[config.mk]
export PLATFORM = sky130hd
export DESIGN_NAME = ecc_check_scheduler
export DESIGN_NICKNAME = d
export VERILOG_FILES = /design/src/rtl/ecc_pkg.sv /design/src/rtl/ecc_rr_arbiter.sv /design/src/rtl/ecc_check_scheduler.sv
export SDC_FILE = /design/constraint.sdc
export NUM_CORES = 1
export LEC_CHECK = 0
export BUFFER_PORTS_ARGS = -buffer_cell sky130_fd_sc_hd__buf_2
export CORE_MARGIN = 2
export CORE_UTILIZATION = 49
export DETAILED_ROUTE_END_ITERATION = 16
export PLACE_DENSITY_LB_ADDON = 0.2
export SLEW_MARGIN = 20
export SYNTH_ARGS = -nofsm -noshare
export SYNTH_HDL_FRONTEND = slang
export SYNTH_SLANG_ARGS = --single-unit
[constraint.sdc]
create_clock -name clk -period 2 [get_ports clk]
set_clock_uncertainty 0.2 [all_clocks]
set_input_delay 0.3 -clock clk [delete_from_list [all_inputs] [get_ports clk]]
set_output_delay 0.3 -clock clk [all_outputs]
set_load 0.01 [all_outputs]
[src/rtl/ecc_pkg.sv]
// ecc_pkg: shared types for the ECC checker scheduler.
// FSM states, transaction kinds and syndrome width.
package ecc_pkg;

  localparam int SYND_W = 4;

  typedef enum logic [1:0] {
    IDLE     = 2'd0,
    MEM_WAIT = 2'd1,
    ISSUE    = 2'd2,
    WAIT_CHK = 2'd3
  } state_e;

  typedef enum logic [1:0] {
    KIND_RD    = 2'd0,
    KIND_WR    = 2'd1,
    KIND_SCRUB = 2'd2
  } kind_e;

endpackage

[src/rtl/ecc_rr_arbiter.sv]
// ecc_rr_arbiter: 2-way round-robin between read and read-for-write.
// Pointer 0 favours read, 1 favours write; it toggles on every grant.
module ecc_rr_arbiter (
  input  logic clk,
  input  logic reset_n,
  input  logic req_rd,
  input  logic req_wr,
  input  logic advance,
  output logic gnt_rd,
  output logic gnt_wr
);

  logic ptr_q;
  logic ptr_d;

  assign gnt_rd = req_rd & (~req_wr | ~ptr_q);
  assign gnt_wr = req_wr & (~req_rd | ptr_q);

  // flip priority after each granted rd/wr
  always_comb begin
    ptr_d = advance ? ~ptr_q : ptr_q;
  end

  // pointer register
  always_ff @(posedge clk or negedge reset_n) begin
    if (!reset_n) ptr_q <= 1'b0;
    else          ptr_q <= ptr_d;
  end

endmodule

[src/rtl/ecc_check_scheduler.sv]
// ecc_check_scheduler: fetch stripe, issue one Hamming check, report.
// Optional background scrub when ECC_SCRUB_EN is defined.
module ecc_check_scheduler
  import ecc_pkg::*;
#(
  parameter int ADDR_W     = 8,
  parameter int DATA_W     = 12,
  parameter int TIMEOUT    = 15,
  parameter int ERR_CNT_W  = 16,
  parameter int SCRUB_IDLE = 64
) (
  input  logic                 clk,
  input  logic                 reset_n,
  input  logic                 rd_req,
  input  logic                 wr_req,
  input  logic [ADDR_W-1:0]    rd_addr,
  input  logic [ADDR_W-1:0]    wr_addr,
  input  logic                 rd_disk,
  input  logic                 wr_disk,
  output logic                 rd_ack,
  output logic                 wr_ack,
  output logic                 mem_rd_en,
  output logic [ADDR_W-1:0]    mem_addr,
  input  logic                 mem_rvalid,
  input  logic [DATA_W-1:0]    mem_d0,
  input  logic [DATA_W-1:0]    mem_d1,
  input  logic [DATA_W-1:0]    mem_p,
  output logic                 chk_valid_read,
  output logic                 chk_valid_write,
  output logic [DATA_W-1:0]    chk_enc_old,
  output logic [DATA_W-1:0]    chk_d0,
  output logic [DATA_W-1:0]    chk_d1,
  output logic [DATA_W-1:0]    chk_p,
  output logic [ADDR_W-1:0]    chk_addr,
  input  logic                 chk_done,
  input  logic [SYND_W-1:0]    chk_synd,
  output logic                 done_valid,
  output logic [1:0]           done_kind,
  output logic [SYND_W-1:0]    done_synd,
  output logic                 done_timeout,
  output logic [ERR_CNT_W-1:0] err_cnt
);

  localparam int TMO_W = $clog2(TIMEOUT + 1);

  state_e              state_q, state_d;
  kind_e               kind_q, kind_d;
  logic                disk_q, disk_d;
  logic [ADDR_W-1:0]   addr_q, addr_d;
  logic [TMO_W-1:0]    timer_q, timer_d;

  logic                rd_ack_q, rd_ack_d;
  logic                wr_ack_q, wr_ack_d;
  logic                mem_rd_en_q, mem_rd_en_d;
  logic [ADDR_W-1:0]   mem_addr_q, mem_addr_d;
  logic                cvr_q, cvr_d;
  logic                cvw_q, cvw_d;
  logic [DATA_W-1:0]   enc_q, enc_d;
  logic [DATA_W-1:0]   cd0_q, cd0_d;
  logic [DATA_W-1:0]   cd1_q, cd1_d;
  logic [DATA_W-1:0]   cp_q, cp_d;
  logic [ADDR_W-1:0]   caddr_q, caddr_d;
  logic                dv_q, dv_d;
  logic [1:0]          dkind_q, dkind_d;
  logic [SYND_W-1:0]   dsynd_q, dsynd_d;
  logic                dto_q, dto_d;
  logic [ERR_CNT_W-1:0] err_q, err_d;

  logic                gnt_rd, gnt_wr, advance;
  logic                go, go_disk;
  kind_e               go_kind;
  logic [ADDR_W-1:0]   go_addr;

`ifdef ECC_SCRUB_EN
  localparam int IDL_W = $clog2(SCRUB_IDLE + 1);
  logic [IDL_W-1:0]    idle_q, idle_d;
  logic [ADDR_W-1:0]   sptr_q, sptr_d;
  logic                sdisk_q, sdisk_d;
`endif

  assign advance = (state_q == IDLE) & (gnt_rd | gnt_wr);

  ecc_rr_arbiter u_arb (
    .clk     (clk),
    .reset_n (reset_n),
    .req_rd  (rd_req),
    .req_wr  (wr_req),
    .advance (advance),
    .gnt_rd  (gnt_rd),
    .gnt_wr  (gnt_wr)
  );

  // next-state and registered-output computation
  always_comb begin
    state_d     = state_q;
    kind_d      = kind_q;
    disk_d      = disk_q;
    addr_d      = addr_q;
    timer_d     = timer_q;
    rd_ack_d    = 1'b0;
    wr_ack_d    = 1'b0;
    mem_rd_en_d = 1'b0;
    mem_addr_d  = '0;
    cvr_d       = 1'b0;
    cvw_d       = 1'b0;
    enc_d       = '0;
    cd0_d       = '0;
    cd1_d       = '0;
    cp_d        = '0;
    caddr_d     = '0;
    dv_d        = 1'b0;
    dkind_d     = '0;
    dsynd_d     = '0;
    dto_d       = 1'b0;
    err_d       = err_q;
    go          = gnt_rd | gnt_wr;
    go_kind     = gnt_wr ? KIND_WR : KIND_RD;
    go_addr     = gnt_wr ? wr_addr : rd_addr;
    go_disk     = gnt_wr ? wr_disk : rd_disk;
`ifdef ECC_SCRUB_EN
    idle_d  = idle_q;
    sptr_d  = sptr_q;
    sdisk_d = sdisk_q;
`endif
    unique case (state_q)
      IDLE: begin
`ifdef ECC_SCRUB_EN
        idle_d = go ? '0 : idle_q + 1'b1;
        if (!go && idle_q == IDL_W'(SCRUB_IDLE - 1)) begin
          go      = 1'b1;
          go_kind = KIND_SCRUB;
          go_addr = sptr_q;
          go_disk = sdisk_q;
          idle_d  = '0;
          sdisk_d = ~sdisk_q;
          if (sdisk_q) sptr_d = sptr_q + 1'b1;
        end
`endif
        if (go) begin
          rd_ack_d    = gnt_rd;
          wr_ack_d    = gnt_wr;
          mem_rd_en_d = 1'b1;
          mem_addr_d  = go_addr;
          kind_d      = go_kind;
          addr_d      = go_addr;
          disk_d      = go_disk;
          timer_d     = '0;
          state_d     = MEM_WAIT;
        end
      end
      MEM_WAIT: begin
        if (mem_rvalid) begin
          cvr_d   = (kind_q != KIND_WR);
          cvw_d   = (kind_q == KIND_WR);
          enc_d   = disk_q ? mem_d1 : mem_d0;
          cd0_d   = mem_d0;
          cd1_d   = mem_d1;
          cp_d    = mem_p;
          caddr_d = addr_q;
          timer_d = '0;
          state_d = ISSUE;
        end else if (timer_q == TMO_W'(TIMEOUT - 1)) begin
          dv_d    = 1'b1;
          dto_d   = 1'b1;
          dkind_d = kind_q;
          timer_d = '0;
          state_d = IDLE;
        end else begin
          timer_d = timer_q + 1'b1;
        end
      end
      ISSUE: begin
        state_d = WAIT_CHK;
      end
      WAIT_CHK: begin
        if (chk_done) begin
          dv_d    = 1'b1;
          dkind_d = kind_q;
          dsynd_d = chk_synd;
          if (chk_synd != '0 && err_q != '1) err_d = err_q + 1'b1;
          state_d = IDLE;
        end
      end
      default: state_d = IDLE;
    endcase
  end

  // state and output registers
  always_ff @(posedge clk or negedge reset_n) begin
    if (!reset_n) begin
      state_q     <= IDLE;
      kind_q      <= KIND_RD;
      disk_q      <= 1'b0;
      addr_q      <= '0;
      timer_q     <= '0;
      rd_ack_q    <= 1'b0;
      wr_ack_q    <= 1'b0;
      mem_rd_en_q <= 1'b0;
      mem_addr_q  <= '0;
      cvr_q       <= 1'b0;
      cvw_q       <= 1'b0;
      enc_q       <= '0;
      cd0_q       <= '0;
      cd1_q       <= '0;
      cp_q        <= '0;
      caddr_q     <= '0;
      dv_q        <= 1'b0;
      dkind_q     <= '0;
      dsynd_q     <= '0;
      dto_q       <= 1'b0;
      err_q       <= '0;
`ifdef ECC_SCRUB_EN
      idle_q      <= '0;
      sptr_q      <= '0;
      sdisk_q     <= 1'b0;
`endif
    end else begin
      state_q     <= state_d;
      kind_q      <= kind_d;
      disk_q      <= disk_d;
      addr_q      <= addr_d;
      timer_q     <= timer_d;
      rd_ack_q    <= rd_ack_d;
      wr_ack_q    <= wr_ack_d;
      mem_rd_en_q <= mem_rd_en_d;
      mem_addr_q  <= mem_addr_d;
      cvr_q       <= cvr_d;
      cvw_q       <= cvw_d;
      enc_q       <= enc_d;
      cd0_q       <= cd0_d;
      cd1_q       <= cd1_d;
      cp_q        <= cp_d;
      caddr_q     <= caddr_d;
      dv_q        <= dv_d;
      dkind_q     <= dkind_d;
      dsynd_q     <= dsynd_d;
      dto_q       <= dto_d;
      err_q       <= err_d;
`ifdef ECC_SCRUB_EN
      idle_q      <= idle_d;
      sptr_q      <= sptr_d;
      sdisk_q     <= sdisk_d;
`endif
    end
  end

  assign rd_ack          = rd_ack_q;
  assign wr_ack          = wr_ack_q;
  assign mem_rd_en       = mem_rd_en_q;
  assign mem_addr        = mem_addr_q;
  assign chk_valid_read  = cvr_q;
  assign chk_valid_write = cvw_q;
  assign chk_enc_old     = enc_q;
  assign chk_d0          = cd0_q;
  assign chk_d1          = cd1_q;
  assign chk_p           = cp_q;
  assign chk_addr        = caddr_q;
  assign done_valid      = dv_q;
  assign done_kind       = dkind_q;
  assign done_synd       = dsynd_q;
  assign done_timeout    = dto_q;
  assign err_cnt         = err_q;

endmodule

# Word level (Yosys, flattened, before mapping)
# Index checks and enable logic that the tools add are counted.
# Widths: inputs -> output; s select.
# word_totals
out_inout_bits	93
register_bits	111
# classes
reduce_logical	8
eq_ne	10
add_sub_neg	2
n_bitwise	9
mux	46
# op_table
cell	count
$mux 12	9
$mux 8	5
$mux 4	5
$add 16x1->16 const B	1
$mux 1	16
$ne 16x16->1 const B	1
$mux 2	7
$pmux 2 s4	1
$pmux 4 s2	1
$reduce_and 3->1	2
$add 4x1->4 const B	1
$eq 2x1->1 const B	2
$eq 2x2->1 const B	2
$eq 4x4->1 const B	1
$ne 2x2->1 const B	2
$pmux 2 s2	1
$reduce_and 2->1	2
$reduce_bool 4->1	1
$and 1x1->1	3
$ne 3x3->1 const B	1
$not 1->1	3
$or 1x1->1	3
$logic_not 2->1	1
$ne 2x1->1 const B	1
other kinds (3)	3

# Logic depth before layout (Yosys ltp)
# logic_depth
depth_word	6
mapped_depth	6
depth_no_buf	6

# Cells and area by module
# From an unflattened synthesis, not the netlist that was laid out.
# unflattened
cells_unflattened	326
hier_area_um2	4137.7
# modules_own_cells
mod	n_inst	seq_area_each_um2	area_per_inst_um2	cells_each
ecc_check_scheduler	1	2702.6	4085.2	321
ecc_rr_arbiter	1	25.0	52.6	5

# Worst setup path after synthesis
# OpenSTA, ideal clock, no wires.
# synth_timing
path_kind	flip-flop to flip-flop
start	register err_q[0], in the netlist err_cnt[0]
end	register err_q[8], in the netlist err_cnt[8]
period_less_slack_ns	1.838
arrival_time_ns	1.500
path_stages_with_launch	7
path_slack_ns	0.162
path_buffers	1
cell_sequence	dfrtp_1 -> ha_1 -> nand4_1 -> nor4_4 -> buf_4 -> nor4_1 -> xor2_1
# synth_between
elab_chain_cells	3
# synth_rtl
element	line	rtl
from (decl)	ecc_check_scheduler.sv:67	logic [ERR_CNT_W-1:0] err_q, err_d;
from (signal assigned)	ecc_check_scheduler.sv:238	err_q <= err_d;
parallel branches: the longest is 3 deep, another holds $add 16x1->16	--	
# Several ways; the timed one is not identified.
# A chain may end at the register's enable or synchronous reset.

# Worst setup path after layout
# layout_timing
start	input chk_synd[1]
end	register err_q[1], in the netlist err_cnt[1]
# layout_between
elab_chain_cells	3
# layout_rtl
element	line	rtl
from (decl)	ecc_check_scheduler.sv:36	input logic [SYND_W-1:0] chk_synd,
$reduce_bool 4->1	ecc_check_scheduler.sv:180	if (chk_synd != '0 && err_q != '1) err_d = err_q + 1'b1;
$logic_and 1x1->1	ecc_check_scheduler.sv:180	
$reduce_and 3->1 (no source line)	--	
# Every way passes these cells.

==> key figures <==
Outcome
  • Status: finished, final reports clean

Synthesis
  • Average size of a mapped cell: about 12 um2
  • Post-synthesis cell type count: 38
  • Flop and latch count out of synthesis: between 100 and 150
  • Synthesized area: about 4200 um2
  • Synth top area cells: dfrtp_1 65%, and3_1 7.0%, mux2i_1 5.0%, xor2_1 3.1%, nor2_1 2.5%
  • Yosys warns: 0
  • Sequential share of the synthesized area: 65.2%
  • Synthesized net count: 407
  • Number of synthesized flops with an enable pin: 0
  • Synth top area share: between 60% and 70%
  • Post-synth top area cell: dfrtp_1
  • Asr flop ratio synth: 100%
  • Mapped Cells: 340
  • Main synth FF type: dfrtp_1

Timing
  • RSZ-0062 raised after global routing: false
  • Fin Hold WS: 0.00489 ns
  • Worst-Margin Slew: about 0.64 ns
  • Final Max Tran Viols: 0
  • Final Critical Period: ~2.0 ns
  • Final hold violations: 0
  • Crit share post-route: between 90% and 100%
  • Setup TNS: 0 ns
  • Final setup violation count: 0
  • Fmax: ~500 MHz
  • Relative slew slack: 57.1%

Worst setup path
  • Worst Path Arrival: 2.01 ns
  • Worst path cell trace: dlygate4sd3_1, buf_2, or4_4, nand2_8, nor2_2, mux2_4
  • CP max stage cell: or4_4
  • Crit. End Element: register
  • Max stage delay on crit path: about 0.57 ns
  • Startpoint Class: primary input
  • Worst Path Class, Setup: primary input to register
  • CP max FO: 3
  • Critical Path RT: between 2 and 2.5 ns

Clocking
  • CTS HTree Levels: 3
  • Clk root buf: clkbuf_8
  • Clk Latency, worst-skew pair: around 0.36 ns
  • CTS max path bufs: 2
  • Worst-path clk slew: ~0.1 ns
  • Clock buffers created by TritonCTS: 9
  • Sink Count: 109
  • CTS tree: done

Place
  • Port bufs: 155
  • Dpl hpwl: 6390 um
  • Placer Congestion: between 0.8 and 0.9
  • Placed cells: a little under 600

Routing
  • Initial DRC Count: around 110
  • Vias/cell: ~5.0
  • Routed len/inst: around 15 um
  • Antenna Nets Post-Route: 0
  • Via count: around 3.3k
  • Drt total wl: 9830 um
  • TritonRoute pass-1 iters: 4
  • DRC violations left: 0

Floorplan
  • Core area: 8260 um2
  • Die span in x: around 96 um
  • Row count: 33
  • Die footprint: ~9300 um2
  • IO Count: approximately 160
  • Initial core utilization: between 50% and 60%
  • Die height: 96.4 um

GRT
  • First-pass GRT wire length: roughly 16000 um
  • Largest net degree at the start of global routing: 110
  • GRT Util Overall: between 20% and 30%
  • Gr ovfl total: 0
  • Initial antenna violation count: 0
  • Vias in the first global route: roughly 3.3k

Final layout
  • Share of layout cells above drive strength 1: a little over a third
  • Final net count: ~610
  • Area growth, synth to finish: 38.7%
  • Final Util: 70.3%
  • Finished Layout Cells: roughly 660

Pwr
  • Leak: 3.41 nW
  • Worst VDD drop: between 0.6 and 0.7 mV
  • Power per cell area: between 1000 and 1500 nW/um2
  • Final Total Pwr: around 6.1 mW

Run
  • Max Cap Viol: 0

Min path
  • Worst min path class: primary input to register
## stage by stage
stage | setup WS (ns) | cell area (um2)
after floorplan | 0.162 | 4190
after detailed placement | 0.170 | 5110
after global placement | 0.186 | 5110
after global routing | 0.00789 | 5800
final | 0.0407 | 5810
after CTS | 0.0158 | 5750
## power by group
part,total [mW],switching [mW],internal (mW)
logic,1.93,1.05,0.879
registers,2.91,0.247,2.67
clock network,1.23,0.760,0.473
## layout by cell type (no fill, tap or decap), types with 3 or more instances in the layout
| master | count |
|---|---|
| buf_2 | 154 |
| dfrtp_1 | 108 |
| and3_1 | 46 |
| dlygate4sd3_1 | 46 |
| nor2_1 | 27 |
| nand2_1 | 22 |
| mux2i_1 | 20 |
| xor2_1 | 15 |
| buf_4 | 13 |
| o21ai_0 | 12 |
| nand3_1 | 10 |
| nor3_1 | 9 |
| clkbuf_8 | 9 |
| inv_1 | 5 |
| and2_1 | 5 |
| nor4_1 | 4 |
| a21o_1 | 4 |
| ha_1 | 3 |
## cells by family after synthesis
| group | share of synthesized area [%] |
|---|---|
| XOR/XNOR | 3.35 |
| flip-flops | 65.2 |
| multiplexers | 5.38 |
| other | 0.0896 |
| buffers and inverters | 2.96 |
| adder cells (fa/ha/maj) | 0.897 |
| AND/OR/NAND/NOR | 19.2 |
| AO/OA/AOI/OAI | 3.02 |
## synth_stat cells (all sizes together), types with 2 or more instances
master,n
dfrtp,109
and3,47
nor2,29
nand2,23
mux2i,21
xor2,15
o21ai,13
buf,11
clkbuf,10
nand3,10
nor3,9
nor4,6
and2,5
inv,5
a21o,4
nand4,4
ha,3
and4,2
nor3b,2
or2,2
## cell type report
| cell class | count | area, um2 |
|---|---|---|
| flip-flops and latches | 109 | 2730 |
| fillers | 617 | 2450 |
| repair buffers | 216 | 1380 |
| multi-input cells | 205 | 1360 |
| well taps | 105 | 131 |
| clock buffers | 9 | 124 |
| clock inverters | 7 | 57.6 |
| inverters | 5 | 18.8 |
| diodes | 1 | 2.50 |
## layer usage
layer  part of all wire, %  global-route usage (%)  vias to the layer above
met1                    41                    27.7                     1584
met2                    51                    37.0                      106
li1                      -                       -                     1569
met4                   1.5                    8.45                        0
met5                     0                       0                        -
met3                   6.0                    4.81                       15
## worst max-delay path, delay by kind of cell
| kind | cells | cell delay, ns |
|---|---|---|
| and+or+nand+nor | 3 | 0.72 |
| muxes | 1 | 0.30 |
| buffers and inverters | 2 | 0.69 |
## path summary, 6_finish.rpt
check                            endpoint  depth (start not counted)        start  slack [ns]
max                            err_cnt[1]                          6  chk_synd[1]        0.04
min in group asynchronous    done_synd[2]                          3      reset_n        0.30
max reg2reg                   mem_addr[2]                          5  u_arb.ptr_q        0.09
max in group asynchronous          disk_q                          3      reset_n        0.82
min reg2reg                chk_valid_read                          1    kind_q[0]        0.24
min                           mem_addr[1]                          3   wr_addr[1]       0.005
## sequential cells by signal, indices dropped and copies added (netlist names), 4 cells and up, named ones only
register and count:
addr_q 8, err_cnt 16, done_synd 4, mem_addr 8, chk_d1 12, timer_q 4, chk_p 12, chk_d0 12
chk_enc_old 12, chk_addr 8
## what timing repair did
item,4_1_cts,5_1_grt
hold endpoints to repair,161,0
gates resized for setup,0,7
hold buffers,46,0
setup endpoints to repair,0,4
buffers inserted,0,1
Power figures use the tool's default switching activity.
